File: config.mk
export PLATFORM = sky130hd
export DESIGN_NAME = if_id_queue
export DESIGN_NICKNAME = d
export VERILOG_FILES = /design/src/rtl/if_id_queue.sv
export SDC_FILE = /design/constraint.sdc
export NUM_CORES = 1
export LEC_CHECK = 0
export BUFFER_PORTS_ARGS = -buffer_cell sky130_fd_sc_hd__buf_2
export CAP_MARGIN = 25
export CELL_PAD_IN_SITES_DETAIL_PLACEMENT = 1
export CELL_PAD_IN_SITES_GLOBAL_PLACEMENT = 2
export CORE_ASPECT_RATIO = 1.5
export CORE_UTILIZATION = 35
export DETAILED_ROUTE_END_ITERATION = 10
export PLACE_DENSITY = 0.81
export SYNTH_ARGS = -nofsm -noshare
export SYNTH_HDL_FRONTEND = slang
export SYNTH_SLANG_ARGS = --single-unit
File: constraint.sdc
create_clock -name clk -period 12.1 [get_ports clk]
set_input_delay 3.025 -clock clk [delete_from_list [all_inputs] [get_ports clk]]
set_output_delay 3.025 -clock clk [all_outputs]
set_load 0.02 [all_outputs]
File: src/rtl/if_id_queue.sv
// IF/ID boundary queue: DEPTH-entry in-order FIFO of fetched {instr, pc, exc, bd}
// entries between fetch and decode, with flush and interrupt-bubble injection.
module if_id_queue #(
  parameter int                 DATA_W     = 32,
  parameter int                 EXC_W      = 5,
  parameter int                 DEPTH      = 2,
  parameter logic [DATA_W-1:0]  HANDLER_PC = 32'h0000_4180,
  parameter int                 CNT_W      = $clog2(DEPTH + 1)
) (
  input  logic              clk,
  input  logic              reset,
  input  logic              f_valid,
  output logic              f_ready,
  input  logic [DATA_W-1:0] f_instr,
  input  logic [DATA_W-1:0] f_pc,
  input  logic [EXC_W-1:0]  f_exc,
  input  logic              f_bd,
  input  logic              d_ready,
  output logic              d_valid,
  output logic [DATA_W-1:0] d_instr,
  output logic [DATA_W-1:0] d_pc,
  output logic [EXC_W-1:0]  d_exc,
  output logic              d_bd,
  input  logic              flush,
  input  logic              int_req,
  output logic [CNT_W-1:0]  count
);

  localparam int PTR_W = $clog2(DEPTH);

  logic [PTR_W-1:0]  rd_ptr_reg, rd_ptr_next;
  logic [PTR_W-1:0]  wr_ptr_reg, wr_ptr_next;
  logic [CNT_W-1:0]  count_reg, count_next;
  logic              full, empty, push, pop;

  logic [DATA_W-1:0] instr_mem [DEPTH];
  logic [DATA_W-1:0] pc_mem    [DEPTH];
  logic [EXC_W-1:0]  exc_mem   [DEPTH];
  logic              bd_mem    [DEPTH];

  // Ready comes from registered occupancy only, so a full queue refuses a
  // push even when decode pops in the same cycle.
  assign full    = (count_reg == CNT_W'(DEPTH));
  assign empty   = (count_reg == '0);
  assign f_ready = ~full;
  assign d_valid = ~empty;
  assign push    = f_valid & ~full & ~flush & ~int_req;
  assign pop     = ~empty & d_ready;
  assign count   = count_reg;

  always_comb begin
    rd_ptr_next = rd_ptr_reg;
    wr_ptr_next = wr_ptr_reg;
    count_next  = count_reg;
    if (int_req) begin
      // The bubble always lands in slot 0, leaving exactly one entry.
      rd_ptr_next = '0;
      wr_ptr_next = PTR_W'(1);
      count_next  = CNT_W'(1);
    end else if (flush) begin
      rd_ptr_next = '0;
      wr_ptr_next = '0;
      count_next  = '0;
    end else begin
      if (push) wr_ptr_next = wr_ptr_reg + PTR_W'(1);
      if (pop)  rd_ptr_next = rd_ptr_reg + PTR_W'(1);
      if (push && !pop)      count_next = count_reg + CNT_W'(1);
      else if (pop && !push) count_next = count_reg - CNT_W'(1);
    end
  end

  always_ff @(posedge clk) begin
    if (reset) begin
      rd_ptr_reg <= '0;
      wr_ptr_reg <= '0;
      count_reg  <= '0;
    end else begin
      rd_ptr_reg <= rd_ptr_next;
      wr_ptr_reg <= wr_ptr_next;
      count_reg  <= count_next;
    end
  end

  // Storage is never reset; emptiness is handled by gating the outputs.
  for (genvar gi = 0; gi < DEPTH; gi++) begin : g_slot
    always_ff @(posedge clk) begin
      if (int_req && gi == 0) begin
        instr_mem[gi] <= '0;
        pc_mem[gi]    <= HANDLER_PC;
        exc_mem[gi]   <= '0;
        bd_mem[gi]    <= 1'b0;
      end else if (push && wr_ptr_reg == PTR_W'(gi)) begin
        instr_mem[gi] <= f_instr;
        pc_mem[gi]    <= f_pc;
        exc_mem[gi]   <= f_exc;
        bd_mem[gi]    <= f_bd;
      end
    end
  end

  assign d_instr = empty ? '0   : instr_mem[rd_ptr_reg];
  assign d_pc    = empty ? '0   : pc_mem[rd_ptr_reg];
  assign d_exc   = empty ? '0   : exc_mem[rd_ptr_reg];
  assign d_bd    = empty ? 1'b0 : bd_mem[rd_ptr_reg];

endmodule

Word-level counts from Yosys, hierarchy flattened
Memory sizes are Yosys's and may differ from the RTL's. A register that Yosys moved wholly into a read port is not among the register bits.
Index checks and enable logic that the tools add are counted.
{ "word_totals": {"register_bits": 4, "mem_bits_rw": 140, "in_bits": 76, "output_inout_bits": 74, "wordCells": 83, "n_memories": 4} }
{ "classes": {"n_addsub": 4, "eq_ne": 1, "n_mux": 42, "n_bitwise": 13, "reduce_logical": 15} }
{ "memory_table": {"columns": ["name", "words", "word_bits", "rd", "rd_clocked_by_memory_dff", "wr", "line", "text"], "rows": [
  ["instr_mem", 2, 32, 1, 1, 1, "36", "logic [DATA_W-1:0] instr_mem [DEPTH];"],
  ["pc_mem", 2, 32, 1, 1, 1, "37", "logic [DATA_W-1:0] pc_mem [DEPTH];"],
  ["exc_mem", 2, 5, 1, 1, 1, "38", "logic [EXC_W-1:0] exc_mem [DEPTH];"],
  ["bd_mem", 2, 1, 1, 1, 1, "39", "logic bd_mem [DEPTH];"]
]} }
{ "op_table": {"columns": ["cell", "count"], "rows": [
  ["$mux W32", 6],
  ["$reduce_or A32 Y1", 2],
  ["$mux W1", 31],
  ["$mux W5", 3],
  ["$not A1 Y1", 5],
  ["$reduce_or A5 Y1", 1],
  ["$and A1 B1 Y1", 4],
  ["$logic_and A1 B1 Y1", 4],
  ["$mux W2", 2],
  ["$or A1 B1 Y1", 4],
  ["$reduce_bool A4 Y1", 1],
  ["$reduce_bool A3 Y1", 1],
  ["$reduce_or A3 Y1", 1],
  ["$add A1 B1 Y1 const B", 2],
  ["$add A2 B1 Y2 const B", 1],
  ["$eq A2 B2 Y1 const B", 1],
  ["$logic_not A1 Y1", 2],
  ["$logic_not A2 Y1", 1],
  ["$reduce_bool A2 Y1", 1],
  ["$sub A2 B1 Y2 const B", 1],
  ["$reduce_or A1 Y1", 1]
]} }

Logic depth before layout (Yosys ltp)
Gate-level depths: netlist of run 1.
{ "depth": {"word_depth": 11, "ltp_mapped": 8} }

Worst setup path after synthesis of run 1
OpenSTA, ideal clock, no wires.
{ "synth_path": {"path_kind": "input -> register", "startpoint": "input f_valid", "endpoint": "memory bd_mem[1] (enable)", "setup_ps": 694, "t_arrival_ps": 10288, "setup_slack_ps": 1118, "path_stages": 2, "path_cell_list": "nand2_1 -> nor4b_1"} }
{ "synth_via": {"elab_chain_len": 9, "word_cells_on_any_way": 14, "cone_classes": "mux: 7; bitwise: 4; reduce/logical: 3"} }
{ "synth_lines": {"columns": ["element", "line", "text"], "rows": [
  ["start: declaration", "12", "input logic f_valid,"],
  ["$and A1 B1 Y1 * (3 in series)", "47", "assign push = f_valid & ~full & ~flush & ~int_req;"],
  ["$logic_and A1 B1 Y1", "92", "end else if (push && wr_ptr_reg == PTR_W'(gi)) begin"],
  ["$mux W1", "92", null],
  ["$mux W1", "87", "if (int_req && gi == 0) begin"],
  ["$mux W1 (not written as such)", "96", "bd_mem[gi] <= f_bd;"],
  ["$or A1 B1 Y1 (no source line)", null, null],
  ["$mux W1 (no source line)", null, null],
  ["end: declaration", "39", null]
]} }
Every way passes the cells marked *; elsewhere a longest branch is shown, timed or not.

Final worst setup path of run 1
{ "layout_path": {"startpoint": "register count_reg[0], in the netlist count[0]", "endpoint": "output d_pc[20]"} }
{ "layout_via": {"elab_chain_len": 2} }
{ "layout_lines": {"columns": ["element", "line", "text"], "rows": [
  ["start: declaration", "33", "logic [CNT_W-1:0] count_reg, count_next;"],
  ["start signal: assignment", "80", "count_reg <= count_next;"],
  ["$logic_not A2 Y1", "44", "assign empty = (count_reg == '0);"],
  ["$mux W32", "102", "assign d_pc = empty ? '0 : pc_mem[rd_ptr_reg];"],
  ["end: declaration", "21", "output logic [DATA_W-1:0] d_pc,"]
]} }
No other way between the ends.

==> out/qor.csv, run 1 <==
metric,value,unit
power.leakage,2.866,nW
crit_slowest_cell,nor2_4,
final_cells,781,
crit_path_max_fanout,41,
maxCapViolations,0,
cellPowerDensity,155.8,nW/um2
status,"complete, no violations",
wirelength,13230,um
post-route-min-period,5339,ps
slew-limit-headroom,33.75,%
die_w,108.8,um
post_cts_resized,0,
cpPeakStageDelay,620,ps
grt_antenna_before_repair,3,
grt_pass1_vias,4072,
syn-cell-area,5989,um2
arrival,2310,ps
tightest_slew,993.7,ps
viasPerCell,4.702,
critPathKind,reg2out,
synth_area_leaders,"edfxtp_1 (70%), mux2i_1 (12%), and2_1 (7.2%)",
cts_tree,done,
ys_warn_count,0,
syn2layout_area_growth,25.84,%
path_cells,"nor2_4, buf_4, nor2_1, buf_2",
vdd_drop_max,0.08721,mV
yosysSeqAreaShare,71.86,%
dr.pass1.iters,4,
cts-htree-levels,4,
rsz0062_at_grt,false,
hp-class,reg2reg,
cts_root_buf,clkbuf_16,
avgSynthCellArea,14.79,um2
cts_hold_buf,0,
synth_cell_types,23,
cp_num_buf_inv,2,
numCtsBuffers,17,
clock_sinks,145,
postCtsSetupRepairBufs,0,
finalHoldViolCount,0,
cts.path.max_buffers,2,
top_regs,"instr_mem: 64 flops, pc_mem: 64 flops, exc_mem: 10 flops",
start_util,35.73,%
fin_hold_ws,533.0,ps
rows,58,
fillers,1747,
synth_nets,482,
drc_errors,0,
cp.required,9070,ps
ant_nets,0,
post_drt_wl_per_cell,16.94,um
grt_max_degree,71,
regArea,4308,um2
gr-total-overflow,0,
fin_nets,633,
ys_ff_latch,145,
core-area,16760,um2
multi_input_area,1595,um2
setup_violations,0,
fmax,0.1873,GHz
dp_hpwl,8504,um
cp-start-kind,flop,
critPathTopFamily,simple AND/OR/NAND/NOR gates,
place_congestion,0.7180,
setup_tns,0,ps
drtIter0Drc,113,
syn_inst,405,
path_clk_slew,60,ps
end_kind,output pin,
synth_edf_count,140,
drv_slew,0,
dieHeight,162.2,um
placed_cells,747,
io_buffers,149,
insertion_delay,410,ps
die_area,17650,um2
period_share,44.12,%
grt_pass1_wl,20440,um
ios,150,
num_vias,3672,
skew,8.682,ps
synthFlopType,edfxtp_1,
ys_async_sr_fraction,0,%
grtUsageTotal,15.85,%
yosysTopAreaCell,edfxtp_1,
synth_top_area_share,70.19,%
layout-drive-gt1-share,32.86,%
==> layout make-up <==
cell class / count / area share [%]
antenna: 2 / 0.06640
clock buffer: 19 / 5.744
clock inverter: 13 / 1.793
inverter: 4 / 0.1992
multi-input combinational: 234 / 21.17
sequential: 145 / 57.15
tap: 210 / 3.486
timing repair buffer: 154 / 10.39
==> path summary, 6_finish.rpt <==
kind,start,end,slack [ps],depth (start not counted)
worst max register to register,count[0],pc_mem[1][26],9710,5
worst min-delay path,wr_ptr_reg,wr_ptr_reg,530,2
worst max-delay path,count[0],d_pc[20],6760,4
worst min register to register,wr_ptr_reg,wr_ptr_reg,530,2
==> metal layers <==
metal / vias up / GRT usage [%] / part of all wire [%]
met1: 1802 / 15.43 / 36
li1: 1747 / - / -
met5: - / 0 / 0.17
met3: 24 / 4.535 / 5.2
met4: 4 / 6.880 / 1.9
met2: 95 / 30.15 / 57
==> cell usage after synthesis (2+ instances only) <==
cell type,number
xor2_1,2
nand2b_1,3
nor3_1,2
clkbuf_1,8
inv_1,4
and2_1,69
clkbuf_2,6
or3_1,2
edfxtp_1,140
nor2b_1,2
nor2_1,71
o21ai_0,5
mux2i_1,70
buf_2,8
dfxtp_1,5
==> worst register-to-register path, stage by stage, from the launching register on <==
cell	delay (ps)
dfxtp_1	500
nor2b_1	180
inv_1	100
nand2_1	150
nor4b_2	250
buf_4	810
==> power breakdown <==
part,leakage [nW],internal [mW],switching [mW]
sequential,1.39,0.571,0.00667
clock,0.269,0.303,0.198
combinational,1.21,0.0337,0.0614
total,2.87,0.908,0.266
==> cells in the final DEF (no fill, tap or decap), types with 4 or more instances in the layout <==
cell type	Yosys	final
o21ai_0	5	4
and2_1	69	69
nor2_1	71	70
dfxtp_1	5	4
inv_1	4	4
edfxtp_1	140	140
clkbuf_16	0	17
buf_2	8	149
mux2i_1	70	70
buf_4	0	5
==> metrics by stage <==
stage / util, % / worst slack [ps] / cell area [um2] / total power [mW]
6_report: 44.96 / 6761 / 7537 / 1.174
5_1_grt: 44.93 / 6532 / 7532 / 1.215
4_1_cts: 44.93 / 6644 / 7532 / 1.191
3_5_place_dp: 41.54 / 7083 / 6964 / 0.6861
3_3_place_gp: 41.54 / 7124 / 6964 / 0.6819
2_1_floorplan: - / 1118 / 5989 / 0.6445
==> kinds of logic (layout without fill, tap and decap cells) <==
logic type	count (synthesis)	in the layout	synth area share, %
fa+ha+maj	1	1	0.2089
mux	70	70	11.70
simple gates	152	152	13.04
other cells	0	2	0
compound gates	8	8	0.8356
xor+xnor	3	3	0.4388
buf+inv	26	190	1.922
flops	145	145	71.86
No activity file was read; power rests on OpenSTA's default activity.
==> inputs of run 2 (changes only) <==
--- a/config.mk
+++ b/config.mk
@@ -5,14 +5,15 @@
 export SDC_FILE = /design/constraint.sdc
 export NUM_CORES = 1
 export LEC_CHECK = 0
+export ABC_AREA = 1
 export BUFFER_PORTS_ARGS = -buffer_cell sky130_fd_sc_hd__buf_2
 export CAP_MARGIN = 25
 export CELL_PAD_IN_SITES_DETAIL_PLACEMENT = 1
 export CELL_PAD_IN_SITES_GLOBAL_PLACEMENT = 2
 export CORE_ASPECT_RATIO = 1.5
-export CORE_UTILIZATION = 35
+export CORE_UTILIZATION = 30
 export DETAILED_ROUTE_END_ITERATION = 10
-export PLACE_DENSITY = 0.81
+export PLACE_DENSITY = 0.79
 export SYNTH_ARGS = -nofsm -noshare
 export SYNTH_HDL_FRONTEND = slang
 export SYNTH_SLANG_ARGS = --single-unit
==> constraint.sdc (replaced) <==
create_clock -name clk -period 4.5 [get_ports clk]
set_input_delay 1.125 -clock clk [delete_from_list [all_inputs] [get_ports clk]]
set_output_delay 1.125 -clock clk [all_outputs]
set_load 0.02 [all_outputs]
==> out/qor.csv, run 2 <==
metric,value,unit
cellPowerDensity,413.8,nW/um2
synth_cell_types,20,
period_share,70.80,%
grt_pass1_wl,23410,um
multi_input_area,1366,um2
cts_root_buf,clkbuf_16,
dieHeight,176.7,um
cpPeakStageDelay,510,ps
io_buffers,149,
regArea,4305,um2
syn-cell-area,6102,um2
avgSynthCellArea,10.76,um2
clock_sinks,145,
maxCapViolations,0,
synthTopCellsByCount,"nand2_1 (153), edfxtp_1 (140), inv_1 (79)",
grtUsageTotal,14.76,%
synth_most_common_cell,nand2_1,
internal_power,2.400,mW
num_vias,4333,
synth_top_area_share,68.89,%
drv_slew,0,
setup_violations,0,
post_drt_wl_per_cell,15.03,um
arrival,2060,ps
placed_area,7121,um2
fmax,0.3139,GHz
post-route-min-period,3186,ps
grt_pass1_vias,4783,
drc_errors,0,
crit_path_max_fanout,48,
ios,150,
grt_antenna_before_repair,0,
die_w,118.5,um
switching_share,24.37,%
final_util,38.61,%
setup_tns,0,ps
power.leakage,3.305,nW
fin_nets,790,
start_util,30.72,%
syn_inst,567,
ys_ff_latch,145,
synthFlopType,edfxtp_1,
path_cells,"inv_2, buf_4, nand2_1, a21oi_1, buf_2",
ys_warn_count,0,
synth_nets,644,
tightest_slew,893.6,ps
vdd_drop_max,0.2039,mV
insertion_delay,420,ps
hp-class,reg2reg,
cts-htree-levels,4,
ant_nets,0,
cp.required,3380,ps
postCtsSetupRepairBufs,0,
die_area,20930,um2
cp-start-kind,flop,
hold_depth,2,
slew-limit-headroom,40.43,%
skew,6.951,ps
status,"complete, no violations",
cts_hold_buf,0,
n_antenna_cell,0,
ys_async_sr_fraction,0,%
top_regs,"instr_mem: 64 flops, pc_mem: 64 flops, exc_mem: 10 flops",
crit_slowest_cell,buf_4,
critPathKind,reg2out,
rsz0062_at_grt,false,
core-area,19860,um2
power,3.174,mW
place_congestion,0.7713,
dr.pass1.iters,4,
finalHoldViolCount,0,
ff2ff_path_depth,6,
finalInstanceArea,7670,um2
dp_hpwl,9901,um
viasPerCell,4.395,
p_seq_share,49.5,%
fillers,2293,
pwr-share-clk,41.3,%
final_common_cell,nand2_1,
grt_max_degree,71,
path_clk_slew,60,ps
yosysTopAreaCell,edfxtp_1,
ff2ff_setup_slack,2450,ps
end_kind,output pin,
drtIter0Drc,148,
wirelength,14820,um
p_sw,0.7735,mW
cts.path.max_buffers,2,
layout_common_cells,"nand2_1 (153), buf_2 (149), edfxtp_1 (140), inv_1 (78), a21oi_1 (73)",
rows,63,
comb_power_share,9.2,%
syn2layout_area_growth,25.69,%
synth_area_leaders,"edfxtp_1 (69%), nand2_1 (9.4%), a21oi_1 (6.0%)",
synth_edf_count,140,
numCtsBuffers,17,
post_cts_resized,0,
yosysSeqAreaShare,70.54,%
layout-drive-gt1-share,30.03,%
cts_tree,done,
gr-total-overflow,0,
[run 2: changes by cell type in the layout (fill, tap and decap cells not counted), moves of 3 or more]
cell / change
nor2_2: +20
inv_2: +4
mux2i_1: -70
inv_1: +74
o21ai_0: -3
a21oi_1: +73
inv_6: -3
and2_1: -69
nand2_1: +152
clkinvlp_4: +6
nand2b_1: -3
nor2_1: -20
[run 2: logic make-up after synthesis]
kind of cell	count (synthesis)	synth area share, %
AOI/OAI and AO/OA	76	6.315
buffers and inverters	112	7.402
and+or+nand+nor	233	15.54
DFF	145	70.54
adders and majority gates	1	0.2050
[run 2: power by group through the flow]
stage               clock network, mW  logic (mW)  registers, mW
floorplan                           0       0.171           1.60
global placement                    0       0.290           1.60
detailed placement                  0       0.299           1.60
CTS                              1.36       0.301           1.57
global route                     1.39       0.323           1.58
finish                           1.31       0.292           1.57
[run 2: through the flow]
step	worst slack [ps]	instances	hold WS [ps]
floorplan	719.1	567	455.0
global placement	1673	954	469.9
detailed placement	1584	954	479.4
CTS	1227	986	483.7
global route	1073	986	520.0
finish	1314	986	482.9
[run 2: area by class of cell]
| class | count | share of cell area [%] |
|---|---|---|
| Clock inverter | 13 | 1.517 |
| Inverter | 83 | 4.078 |
| Tap cell | 260 | 4.241 |
| Multi-Input combinational cell | 310 | 17.81 |
| Sequential cell | 145 | 56.13 |
| Timing Repair Buffer | 156 | 10.57 |
| Clock buffer | 19 | 5.644 |
[run 2: final timing paths]
path,end,start
worst min register to register,flop,rd_ptr_reg
worst min-delay path,flop,rd_ptr_reg
worst max-delay path,d_pc[25],flop
worst max register to register,instr_mem[0][1],count[1]
[run 2: routing by layer]
metal / track usage, % / vias to the layer above / routed length (um)
met1: 14.94 / 2099 / 5616
li1: - / 2124 / -
met5: 0 / - / 0
met3: 3.898 / 13 / 634
met4: 5.802 / 0 / 187
met2: 28.48 / 97 / 8377
[run 2: worst max-delay path: cells and delay by family, from the launching register on]
family	cells	cell delay (ps)
AOI/OAI and AO/OA	1	160
buffers and inverters	3	990
DFF	1	320
and+or+nand+nor	1	150
==> inputs of run 3 (changes only) <==
==> config.mk (replaced) <==
export PLATFORM = sky130hd
export DESIGN_NAME = if_id_queue
export DESIGN_NICKNAME = d
export VERILOG_FILES = /design/src/rtl/if_id_queue.sv
export SDC_FILE = /design/constraint.sdc
export NUM_CORES = 1
export LEC_CHECK = 0
export ABC_AREA = 0
export BUFFER_PORTS_ARGS = -buffer_cell sky130_fd_sc_hd__buf_2
export CAP_MARGIN = 25
export CELL_PAD_IN_SITES_DETAIL_PLACEMENT = 1
export CELL_PAD_IN_SITES_GLOBAL_PLACEMENT = 2
export CORE_ASPECT_RATIO = 1.5
export CORE_UTILIZATION = 35
export DETAILED_ROUTE_END_ITERATION = 10
export PLACE_DENSITY = 0.81
export SYNTH_ARGS = -nofsm -noshare
export SYNTH_HDL_FRONTEND = slang
export SYNTH_SLANG_ARGS = --single-unit
==> constraint.sdc (replaced) <==
create_clock -name clk -period 3.2 [get_ports clk]
set_input_delay 0.8 -clock clk [delete_from_list [all_inputs] [get_ports clk]]
set_output_delay 0.8 -clock clk [all_outputs]
set_load 0.02 [all_outputs]
==> out/qor.csv, run 3 (synthesis gave the netlist of run 1 again) <==
metric,value,unit
rows,58,
syn2layout_area_growth,28.68,%
fillers,1744,
crit_slowest_cell,dfxtp_1,
min_from,wr_ptr_reg,
drtIter0Drc,90,
final_util,45.98,%
fin_hold_ws,550.5,ps
grt_antenna_before_repair,0,
dp_hpwl,9071,um
hold_depth,2,
path_clk_slew,60,ps
cp-start-kind,flop,
r2r-start,count[1],
cts_hold_buf,0,
slew-limit-headroom,69.87,%
post-route-min-period,2586,ps
cts_tree,done,
worst_hold_path.endpoint,wr_ptr_reg,
power,4.596,mW
arrival,1790,ps
hp-class,reg2reg,
fmax,0.3867,GHz
cp_num_buf_inv,2,
cp.required,2400,ps
rsz0062_at_grt,false,
vdd_drop_max,0.4069,mV
num_vias,3670,
period_share,80.82,%
post_drt_wl_per_cell,16.41,um
tightest_slew,451.9,ps
skew,5.770,ps
clock_sinks,145,
final_common_cell,buf_2,
fin_nets,638,
ff2ff_path_depth,7,
critPathKind,reg2out,
cellPowerDensity,596.3,nW/um2
post_cts_resized,0,
n_antenna_cell,0,
top_regs,"instr_mem: 64 flops, pc_mem: 64 flops, exc_mem: 10 flops",
start_util,35.73,%
crit_path_max_fanout,57,
finalHoldViolCount,0,
crit_start,count[1],
drv_slew,0,
layout-drive-gt1-share,34.38,%
setup_tns,0,ps
drc_errors,0,
die_area,17650,um2
wirelength,12850,um
path_cells,"nor2_4, buf_12, nor2_1, buf_2",
critPathTopFamily,buffers and inverters,
cpPeakStageDelay,380,ps
grt_pass1_wl,20020,um
insertion_delay,410,ps
dieHeight,162.2,um
cts_root_buf,clkbuf_16,
dr.pass1.iters,4,
viasPerCell,4.687,
place_congestion,0.7190,
status,"complete, no violations",
io_buffers,149,
postCtsSetupRepairBufs,0,
end_kind,output pin,
maxCapViolations,0,
grtUsageTotal,15.48,%
die_w,108.8,um
cts-htree-levels,4,
numCtsBuffers,17,
final_cells,783,
ff2ff_setup_slack,1170,ps
core-area,16760,um2
ios,150,
rr_endpoint,count[1],
setup_violations,0,
layout_common_cells,"buf_2 (149), edfxtp_1 (140), mux2i_1 (70), nor2_1 (70), and2_1 (69)",
ant_nets,0,
cts.path.max_buffers,2,
power.leakage,2.937,nW
placed_cells,752,
gr-total-overflow,0,
grt_max_degree,71,
grt_pass1_vias,4051,
## run 3: cell type report
class | instances | area [um2] | area share (%)
Sequential cell | 145 | 4309 | 55.91
Multi-Input combinational cell | 234 | 1623 | 21.06
Timing Repair Buffer | 159 | 883.3 | 11.46
Clock buffer | 18 | 429.2 | 5.568
Tap cell | 210 | 262.8 | 3.409
Clock inverter | 13 | 185.2 | 2.403
Inverter | 4 | 15.01 | 0.1948
## run 3: worst max path at each step
stage,end,slack [ps],cells after the start
after floorplan,bd_mem[1],-420,2
after CTS,d_pc[1],550,4
after detailed placement,instr_mem[0][30],670,4
after global routing,d_pc[16],480,4
final,d_pc[11],610,4
after global placement,instr_mem[0][30],720,4
## run 3: stage by stage
step,cell area [um2],setup slack [ps]
finish,7707,613.7
global route,7707,480.6
CTS,7707,553.0
detailed placement,7093,668.7
global placement,7093,717.4
floorplan,6028,-418.6
## run 3: routing by layer
metal	global-route usage [%]	vias up	wire (um)
met2	29.83	93	7373
met5	0	-	0
met4	6.388	0	219
met3	3.892	14	614
li1	-	1752	-
met1	15.20	1811	4641
## run 3: worst register-to-register path: stages (launching register included)
cell      delay [ps]
dfxtp_1          460
nor2b_2          350
inv_2            110
nand2_8          100
nor3_1            60
ha_1             320
or3_1            380
a21boi_0         170
## run 3: where the power goes
part           leakage (nW)  total, mW  internal (mW)  switching, mW
logic                  1.26      0.378          0.140          0.238
clock network         0.287       2.04           1.30          0.733
registers              1.39       2.18           2.16         0.0240
total                  2.94       4.60           3.60          0.995
